[src/rtl/uart_transmitter.sv]
// Buffered serial transmitter: a small byte FIFO feeding an 8N1/8E1 shifter.
// Ports:
//   clk, rst_n    - clock, asynchronous active-low reset
//   data_in       - byte to queue; taken on an edge with valid & ready
//   data_in_valid - data_in is presented
//   data_in_ready - FIFO has room (low while in reset)
//   serial_out    - registered UART line, idle high
//   busy          - FIFO non-empty or a frame in flight
//   fifo_count    - bytes waiting in the FIFO (not counting the shifter)
// Build option: define UART_TX_PARITY_EN to add an even-parity bit (8E1).
module uart_transmitter #(
    parameter int CLOCK_FREQ = 50_000_000,
    parameter int BAUD_RATE  = 115_200,
    parameter int FIFO_DEPTH = 4
) (
    input  logic                          clk,
    input  logic                          rst_n,
    input  logic [7:0]                    data_in,
    input  logic                          data_in_valid,
    output logic                          data_in_ready,
    output logic                          serial_out,
    output logic                          busy,
    output logic [$clog2(FIFO_DEPTH):0]   fifo_count
);

    localparam int SYMBOL_EDGE_TIME = CLOCK_FREQ / BAUD_RATE;
    localparam int CW = (SYMBOL_EDGE_TIME > 1) ?
                        $clog2(SYMBOL_EDGE_TIME) : 1;
    localparam int AW = $clog2(FIFO_DEPTH);

    localparam logic [CW-1:0] CNT_MAX = CW'(SYMBOL_EDGE_TIME - 1);
    localparam logic [AW:0]   FULL    = (AW+1)'(FIFO_DEPTH);

    typedef enum logic [2:0] {
        S_IDLE   = 3'd0,
        S_START  = 3'd1,
        S_DATA   = 3'd2,
        S_STOP   = 3'd3
`ifdef UART_TX_PARITY_EN
        ,
        S_PARITY = 3'd4
`endif
    } state_t;

    state_t          state;
    state_t          state_nx;
    logic [CW-1:0]   cnt;
    logic [2:0]      bit_idx;
    logic [7:0]      shift;
    logic [7:0]      shift_nx;
    logic            serial_nx;
    logic            bit_end;
    logic            pop;
    logic            push;
    logic            fifo_empty;
    logic [7:0]      head;
    logic [AW-1:0]   wr_ptr;
    logic [AW-1:0]   rd_ptr;
    logic [7:0]      mem [FIFO_DEPTH];
`ifdef UART_TX_PARITY_EN
    logic            par_q;
`endif

    // ---------------- FIFO ----------------

    // Ready comes from the registered count only, so a pop on the
    // same edge never opens a slot for a push while full.
    assign data_in_ready = rst_n & (fifo_count != FULL);
    assign push          = data_in_valid & data_in_ready;
    assign fifo_empty    = (fifo_count == '0);
    assign head          = mem[rd_ptr];

    always_ff @(posedge clk) begin
        if (push) begin
            mem[wr_ptr] <= data_in;
        end
    end

    always_ff @(posedge clk or negedge rst_n) begin
        if (!rst_n) begin
            wr_ptr     <= '0;
            rd_ptr     <= '0;
            fifo_count <= '0;
        end else begin
            if (push) begin
                wr_ptr <= wr_ptr + AW'(1);
            end
            if (pop) begin
                rd_ptr <= rd_ptr + AW'(1);
            end
            unique case ({push, pop})
                2'b10:   fifo_count <= fifo_count + (AW+1)'(1);
                2'b01:   fifo_count <= fifo_count - (AW+1)'(1);
                default: fifo_count <= fifo_count;
            endcase
        end
    end

    // ---------------- bit timing ----------------

    assign bit_end = (cnt == CNT_MAX);

    always_ff @(posedge clk or negedge rst_n) begin
        if (!rst_n) begin
            cnt <= '0;
        end else if (state == S_IDLE || bit_end) begin
            cnt <= '0;
        end else begin
            cnt <= cnt + CW'(1);
        end
    end

    always_ff @(posedge clk or negedge rst_n) begin
        if (!rst_n) begin
            bit_idx <= '0;
        end else if (state != S_DATA) begin
            bit_idx <= '0;
        end else if (bit_end) begin
            bit_idx <= bit_idx + 3'd1;
        end
    end

    // ---------------- FSM: state register ----------------

    always_ff @(posedge clk or negedge rst_n) begin
        if (!rst_n) begin
            state <= S_IDLE;
        end else begin
            state <= state_nx;
        end
    end

    // ---------------- FSM: next state ----------------

    always_comb begin
        state_nx = state;
        pop      = 1'b0;
        unique case (state)
            S_IDLE: begin
                if (!fifo_empty) begin
                    state_nx = S_START;
                    pop      = 1'b1;
                end
            end
            S_START: begin
                if (bit_end) begin
                    state_nx = S_DATA;
                end
            end
            S_DATA: begin
                if (bit_end && bit_idx == 3'd7) begin
`ifdef UART_TX_PARITY_EN
                    state_nx = S_PARITY;
`else
                    state_nx = S_STOP;
`endif
                end
            end
`ifdef UART_TX_PARITY_EN
            S_PARITY: begin
                if (bit_end) begin
                    state_nx = S_STOP;
                end
            end
`endif
            S_STOP: begin
                // Queued bytes chain straight into the next start bit.
                if (bit_end) begin
                    if (!fifo_empty) begin
                        state_nx = S_START;
                        pop      = 1'b1;
                    end else begin
                        state_nx = S_IDLE;
                    end
                end
            end
            default: state_nx = S_IDLE;
        endcase
    end

    // ---------------- FSM: outputs ----------------

    // The line is registered from the next state so that it changes on
    // the same edge as the state it belongs to.
    always_comb begin
        shift_nx  = shift;
        serial_nx = 1'b1;
        if (pop) begin
            shift_nx = head;
        end else if (state == S_DATA && bit_end) begin
            shift_nx = {1'b0, shift[7:1]};
        end
        unique case (state_nx)
            S_START:  serial_nx = 1'b0;
            S_DATA:   serial_nx = shift_nx[0];
`ifdef UART_TX_PARITY_EN
            S_PARITY: serial_nx = par_q;
`endif
            default:  serial_nx = 1'b1;
        endcase
    end

    always_ff @(posedge clk or negedge rst_n) begin
        if (!rst_n) begin
            shift      <= '0;
            serial_out <= 1'b1;
        end else begin
            shift      <= shift_nx;
            serial_out <= serial_nx;
        end
    end

`ifdef UART_TX_PARITY_EN
    // Parity is latched at pop because the shifter is consumed by then.
    always_ff @(posedge clk or negedge rst_n) begin
        if (!rst_n) begin
            par_q <= 1'b0;
        end else if (pop) begin
            par_q <= ^head;
        end
    end
`endif

    assign busy = (state != S_IDLE) | ~fifo_empty;

endmodule

[config.mk]
export PLATFORM = sky130hd
export DESIGN_NAME = uart_transmitter
export DESIGN_NICKNAME = d
export VERILOG_FILES = /design/src/rtl/uart_transmitter.sv
export SDC_FILE = /design/constraint.sdc
export NUM_CORES = 1
export LEC_CHECK = 0
export CAP_MARGIN = 0
export CORE_UTILIZATION = 45
export CTS_BUF_LIST = sky130_fd_sc_hd__clkbuf_8
export DETAILED_ROUTE_END_ITERATION = 8
export GPL_ROUTABILITY_DRIVEN = 1
export SYNTH_ARGS = -nofsm -noshare
export SYNTH_HDL_FRONTEND = slang
export SYNTH_SLANG_ARGS = --single-unit
[constraint.sdc]
create_clock -name clk -period 3.58 [get_ports clk]
set_input_delay 0.895 -clock clk [delete_from_list [all_inputs] [get_ports clk]]
set_output_delay 0.895 -clock clk [all_outputs]
set_load 0.05 [all_outputs]
==> flow_metrics.tcl, run 1 <==
set metrics [dict create \
    outcome "finished, final reports clean" \
    synth_top_family_by_area "simple AND/OR/NAND/NOR gates" \
    antennaDiodeCount 0 \
    first_pass_iters 4 \
    coreArea_sq_mm 0.00564 \
    ant_nets 0 \
    synth_adder_area_share_pct 4.91 \
    pre_cts_ws_ns 0.484 \
    crit_type "reg -> reg" \
    synth-compound-area-share_pct 6.89 \
    cts_htree_levels 3 \
    cts_buffer_depth 2 \
    grt_util_all_layers_pct 17.8 \
    yosys-top-cells-area "edfxtp_1 (36%), dfrtp_1 (28%), mux4_2 (6.7%)" \
    ys_warn_count 0 \
    min_period_ns 2.90 \
    rsz0062_at_grt "false" \
    dieArea_sq_mm 0.00632 \
    cts.sinks 63 \
    tritoncts "built" \
    drv_slew 0 \
    max-slew-margin-rel_pct 60.8 \
    critPathMaxFanout 10 \
    cap_violations 0 \
    critical_path_arrival_ns 3.12 \
    crit_required_ns 3.80 \
    highest_layer "met4" \
    drc 0 \
    areaGrowthSynthToFinish_pct 17.4 \
    yosys_register_bits 63 \
    power_leakage_nw 1.31 \
    fin_setup_tns_ns 0 \
    hold_buffers 0 \
    fin_ws_ns 0.677 \
    synth_seq_area_share_pct 64.3 \
    wl_met3_um 125 \
    overflow 0 \
    fillers 446 \
    cp-end-kind "register" \
    gp_congestion 0.802 \
    ctsResizeCount 0 \
    numCtsBuffers 9 \
    start_util_pct 47.9 \
    grt_pass1_wl_um 8010 \
    cts_root_buf "clkbuf_8" \
    worst_pin_slew_ns 0.588 \
    clkTransAtPathRegs_ns 0.07 \
    final.setup_skew_ns 0.00718 \
    fmax_ghz 0.344 \
    insertion_delay_ns 0.33 \
    synthXorXnorAreaFrac_pct 4.21 \
    ioPinCount 17 \
    drt-total-wl_um 4780 \
    finalHoldViolCount 0 \
    syn-cell-area_sq_mm 0.00270 \
    synth_commonest_cells "edfxtp_1 (32), dfrtp_1 (30), nor2_1 (17)" \
    ir_drop_uv 552 \
    wl_per_cell_um 16.8 \
    grt_pass1_vias 1672 \
    hpwl_um 3320 \
    finalCritPeriodShare_pct 81.1 \
    hp-class "reg -> reg" \
    synthMuxAreaShare_pct 8.79 \
    setup_viol 0 \
    synth.distinct_cells 41 \
    die_x_um 79.5 \
    met1Wirelength_um 2170 \
    yosysTopAreaCellShare_pct 35.5 \
    synth_edf_count 32 \
    drtIter0Drc 107 \
    wl_met2_um 2400 \
    synth_ff_type "edfxtp_1" \
    async_reset_ff_share_pct 49.2 \
    cts_setup_buffers 0 \
    synth_nets 204 \
    grt_max_degree 32 \
    fin_nets 229 \
    num_rows 27 \
    power_density_mw_per_mm2 762 \
    start_kind "register" \
    synth.most_common_cell "edfxtp_1" \
    port-buffer-count 16 \
    die_h_um 79.5 \
    vias 1552 \
    via_per_inst 5.45 \
    drive_gt1_share_pct 16.4 \
    netlist_instances 183 \
    antenna_found_initial 0 \
    yosysTopAreaCell "edfxtp_1" \
    avgSynthCellArea_sq_um 14.8 \
    synth-simple-area-share_pct 9.21 \
]
-- cell type report --
class | instances | area (sq um) | area share (%)
multi-input combinational | 109 | 923 | 29.1
inverter | 7 | 26.3 | 0.828
clock inverter | 7 | 87.6 | 2.76
sequential | 63 | 1740 | 54.7
clock buffer | 9 | 124 | 3.90
timing repair buffer | 18 | 185 | 5.83
tap | 72 | 90.1 | 2.84
-- per-layer routing --
layer | vias up | global-route usage [%]
li1 | 726 | -
met4 | 0 | 9.64
met3 | 8 | 3.89
met2 | 22 | 28.4
met5 | - | 0
met1 | 796 | 22.7
-- state kept, by name, summed over array words and instances (netlist names) --
signal and count:
wr_ptr 2, rd_ptr 2, bit_idx 3, mem 32
fifo_count 3, cnt 9, serial_out 1, shift 8
state 3
-- final timing paths --
path / start / endpoint / slack, ns / cells past startpoint
worst max-delay path: cnt[0] / fifo_count[2] / 0.68 / 10
worst min-delay path: shift[1] / shift[1] / 0.48 / 1
worst max register to register: cnt[0] / fifo_count[2] / 0.68 / 10
worst min register to register: shift[1] / shift[1] / 0.48 / 1
max in group asynchronous: rst_n / serial_out / 2.15 / 2
min in group asynchronous: rst_n / cnt[8] / 1.11 / 2
-- stage by stage --
step / std cells / hold WS (ns) / area (sq um) / total power, W / util [%]
floorplan: 183 / 0.444 / 2700 / 0.00156 / -
global placement: 269 / 0.461 / 2960 / 0.00174 / 52.5
detailed placement: 269 / 0.462 / 2960 / 0.00179 / 52.5
CTS: 285 / 0.487 / 3170 / 0.00245 / 56.3
global route: 285 / 0.500 / 3170 / 0.00256 / 56.3
finish: 285 / 0.483 / 3170 / 0.00242 / 56.3
-- cell usage in the layout (no fill, tap or decap), drive strengths merged, types with 3 or more instances in the layout --
cell type,netlist,routed
mux2,3,3
dfrtp,30,30
xor2,5,5
clkdlybuf4s50,0,15
buf,2,3
a21o,7,7
xnor2,8,8
and3,4,4
o21ai,3,3
inv,6,8
mux4,8,8
ha,9,9
a22o,6,6
nor2,17,17
clkinv,1,4
nand3,5,5
nand2,11,11
clkbuf,2,9
edfxtp,32,32
-- kinds of logic after synthesis --
group,count (synthesis)
and+or+nand+nor,48
AOI/OAI and AO/OA,24
DFF,63
other,1
xor gates and xnor gates,13
muxes,13
adders and majority gates,10
buffers and inverters,11
-- worst max-delay path, stage by stage, from the launching register on --
cell and delay (ns):
dfrtp_1 0.43, ha_1 0.21, and4b_2 0.29, nand2_4 0.12, o41a_1 0.27, clkinv_1 0.32
ha_1 0.34, fa_1 0.40, xnor2_1 0.19, nor2_1 0.07, xor2_1 0.13
-- report_power, final --
part	leakage, nW	total [W]	internal (W)	switching [W]
logic	0.510	0.000676	0.000332	0.000344
registers	0.683	0.00108	0.000924	0.000159
clock network	0.115	0.000659	0.000388	0.000271
No activity file was read; power rests on OpenSTA's default activity.
==> inputs of run 2 (changes only) <==
==> constraint.sdc (replaced) <==
create_clock -name clk -period 2.9 [get_ports clk]
set_input_delay 0.725 -clock clk [delete_from_list [all_inputs] [get_ports clk]]
set_output_delay 0.725 -clock clk [all_outputs]
set_load 0.05 [all_outputs]
==> run 2 against run 1 <==
Effect of this change:
- global-route usage shrank 0.59 points
- die area unchanged
- combinational power is 27% higher
- clock power increased by 4.2%
- register-to-register slack worse by 0.38 ns
- sequential share of layout area up 0.086 points
- count of clock-buffer cells in the layout unchanged
- critical path type is now reg -> out
==> flow_metrics.tcl, run 2 (same netlist as run 1, synthesis figures left out) <==
set metrics [dict create \
    ctsResizeCount 0 \
    port-buffer-count 16 \
    cap_violations 0 \
    finalHoldViolCount 0 \
    tritoncts "built" \
    largest_register_ffs 32 \
    p_int_w 0.00195 \
    grt_pass1_vias 1624 \
    overflow 0 \
    mostFrequentLayoutCell "edfxtp_1" \
    crit_type "reg -> out" \
    outcome "finished, final reports clean" \
    ant_nets 0 \
    grt_util_all_layers_pct 17.2 \
    areaGrowthSynthToFinish_pct 17.2 \
    hold_buffers 0 \
    p_sw_share_pct 31.9 \
    fin_nets 232 \
    cts_buffer_depth 2 \
    ioPinCount 17 \
    regArea_sq_mm 0.00174 \
    ir_drop_uv 722 \
    grt_pass1_wl_um 7790 \
    finalCritPeriodShare_pct 95.6 \
    critical_path_arrival_ns 2.05 \
    drt-total-wl_um 4650 \
    dieArea_sq_mm 0.00632 \
    start_util_pct 47.9 \
    worst_pin_slew_ns 0.507 \
    pre_cts_ws_ns 0.158 \
    first_pass_iters 4 \
    cp-end-kind "output port" \
    fin_ws_ns 0.127 \
    hp-class "reg -> reg" \
    final_cell_count_no_fill 288 \
    wl_per_cell_um 16.2 \
    start_kind "register" \
    post-place-cells 272 \
    via_per_inst 5.31 \
    coreArea_sq_mm 0.00564 \
    antennaDiodeCount 0 \
    final_cell_mix "edfxtp_1 (32), dfrtp_1 (30), nor2_1 (17)" \
    cts_root_buf "clkbuf_8" \
    antenna_found_initial 0 \
    largest_register "mem" \
    cts_setup_buffers 0 \
    drc 0 \
    crit_required_ns 2.17 \
    num_rows 27 \
    insertion_delay_ns 0.32 \
    max-slew-margin-rel_pct 66.1 \
    critPathMaxFanout 7 \
    hold_ws_ns 0.481 \
    grt_max_degree 32 \
    clockPowerShare_pct 24.0 \
    drtIter0Drc 65 \
    seq_power_share_pct 46.1 \
    power_density_mw_per_mm2 904 \
    cts.sinks 63 \
    fmax_ghz 0.361 \
    power_w 0.00287 \
    cts_htree_levels 3 \
    vias 1530 \
    drive_gt1_share_pct 17.1 \
    numCtsBuffers 9 \
    fin_setup_tns_ns 0 \
    drv_slew 0 \
    clkTransAtPathRegs_ns 0.07 \
    hpwl_um 3300 \
    die_h_um 79.5 \
    rsz0062_at_grt "false" \
    reg_top3 "mem: 32 flops, cnt: 9 flops, shift: 8 flops" \
    p_comb_share_pct 29.9 \
    final.setup_skew_ns 0.00815 \
    min_period_ns 2.77 \
    power_leakage_nw 1.31 \
    gp_congestion 0.749 \
    multi_input_area_sq_um 927 \
    setup_viol 0 \
    fillers 466 \
    p_switching_w 0.000915 \
    die_x_um 79.5 \
]
[run 2: final timing paths]
| check | from | cells after the start | endpoint | slack [ns] |
|---|---|---|---|---|
| min in group asynchronous | rst_n | 2 | cnt[7] | 0.92 |
| worst max-delay path | state[1] | 3 | busy | 0.13 |
| worst min register to register | shift[5] | 1 | shift[5] | 0.48 |
| worst max register to register | cnt[1] | 9 | fifo_count[1] | 0.30 |
| worst min-delay path | shift[5] | 1 | shift[5] | 0.48 |
| max in group asynchronous | rst_n | 2 | serial_out | 1.65 |
[run 2: power groups by stage]
stage / Clock (W) / Combinational (W) / Sequential (W)
2_1_floorplan: 0 / 0.000570 / 0.00136
3_3_place_gp: 0 / 0.000846 / 0.00133
3_5_place_dp: 0 / 0.000868 / 0.00135
4_1_cts: 0.000707 / 0.000874 / 0.00133
5_1_grt: 0.000751 / 0.000941 / 0.00136
6_report: 0.000687 / 0.000858 / 0.00132
[run 2: final cells by class]
cell class              instances  share of cell area (%)
clock inverters                 7                    1.78
multi-input cells             109                    29.3
well taps                      72                    2.84
flip-flops and latches         63                    54.8
inverters                       7                   0.829
repair buffers                 21                    6.55
clock buffers                   9                    3.91
[run 2: worst max-delay path: stages, from the launching register on]
cell and delay (ns):
dfrtp_1 0.46, nor3_1 0.43, nand2_1 0.12, clkdlybuf4s50_1 0.72
[run 2: routing by layer]
metal | track usage (%) | up-vias | wire length (um)
li1 | - | 729 | -
met1 | 22.7 | 771 | 2160
met2 | 26.5 | 23 | 2330
met3 | 4.23 | 7 | 124
met4 | 8.73 | 0 | 42
met5 | 0 | - | 0
[run 2: metrics by stage]
step           utilization, %  area (sq um)
6_report                 56.2          3170
3_3_place_gp             53.0          2990
3_5_place_dp             53.0          2990
2_1_floorplan               -          2710
5_1_grt                  56.2          3170
4_1_cts                  56.2          3170
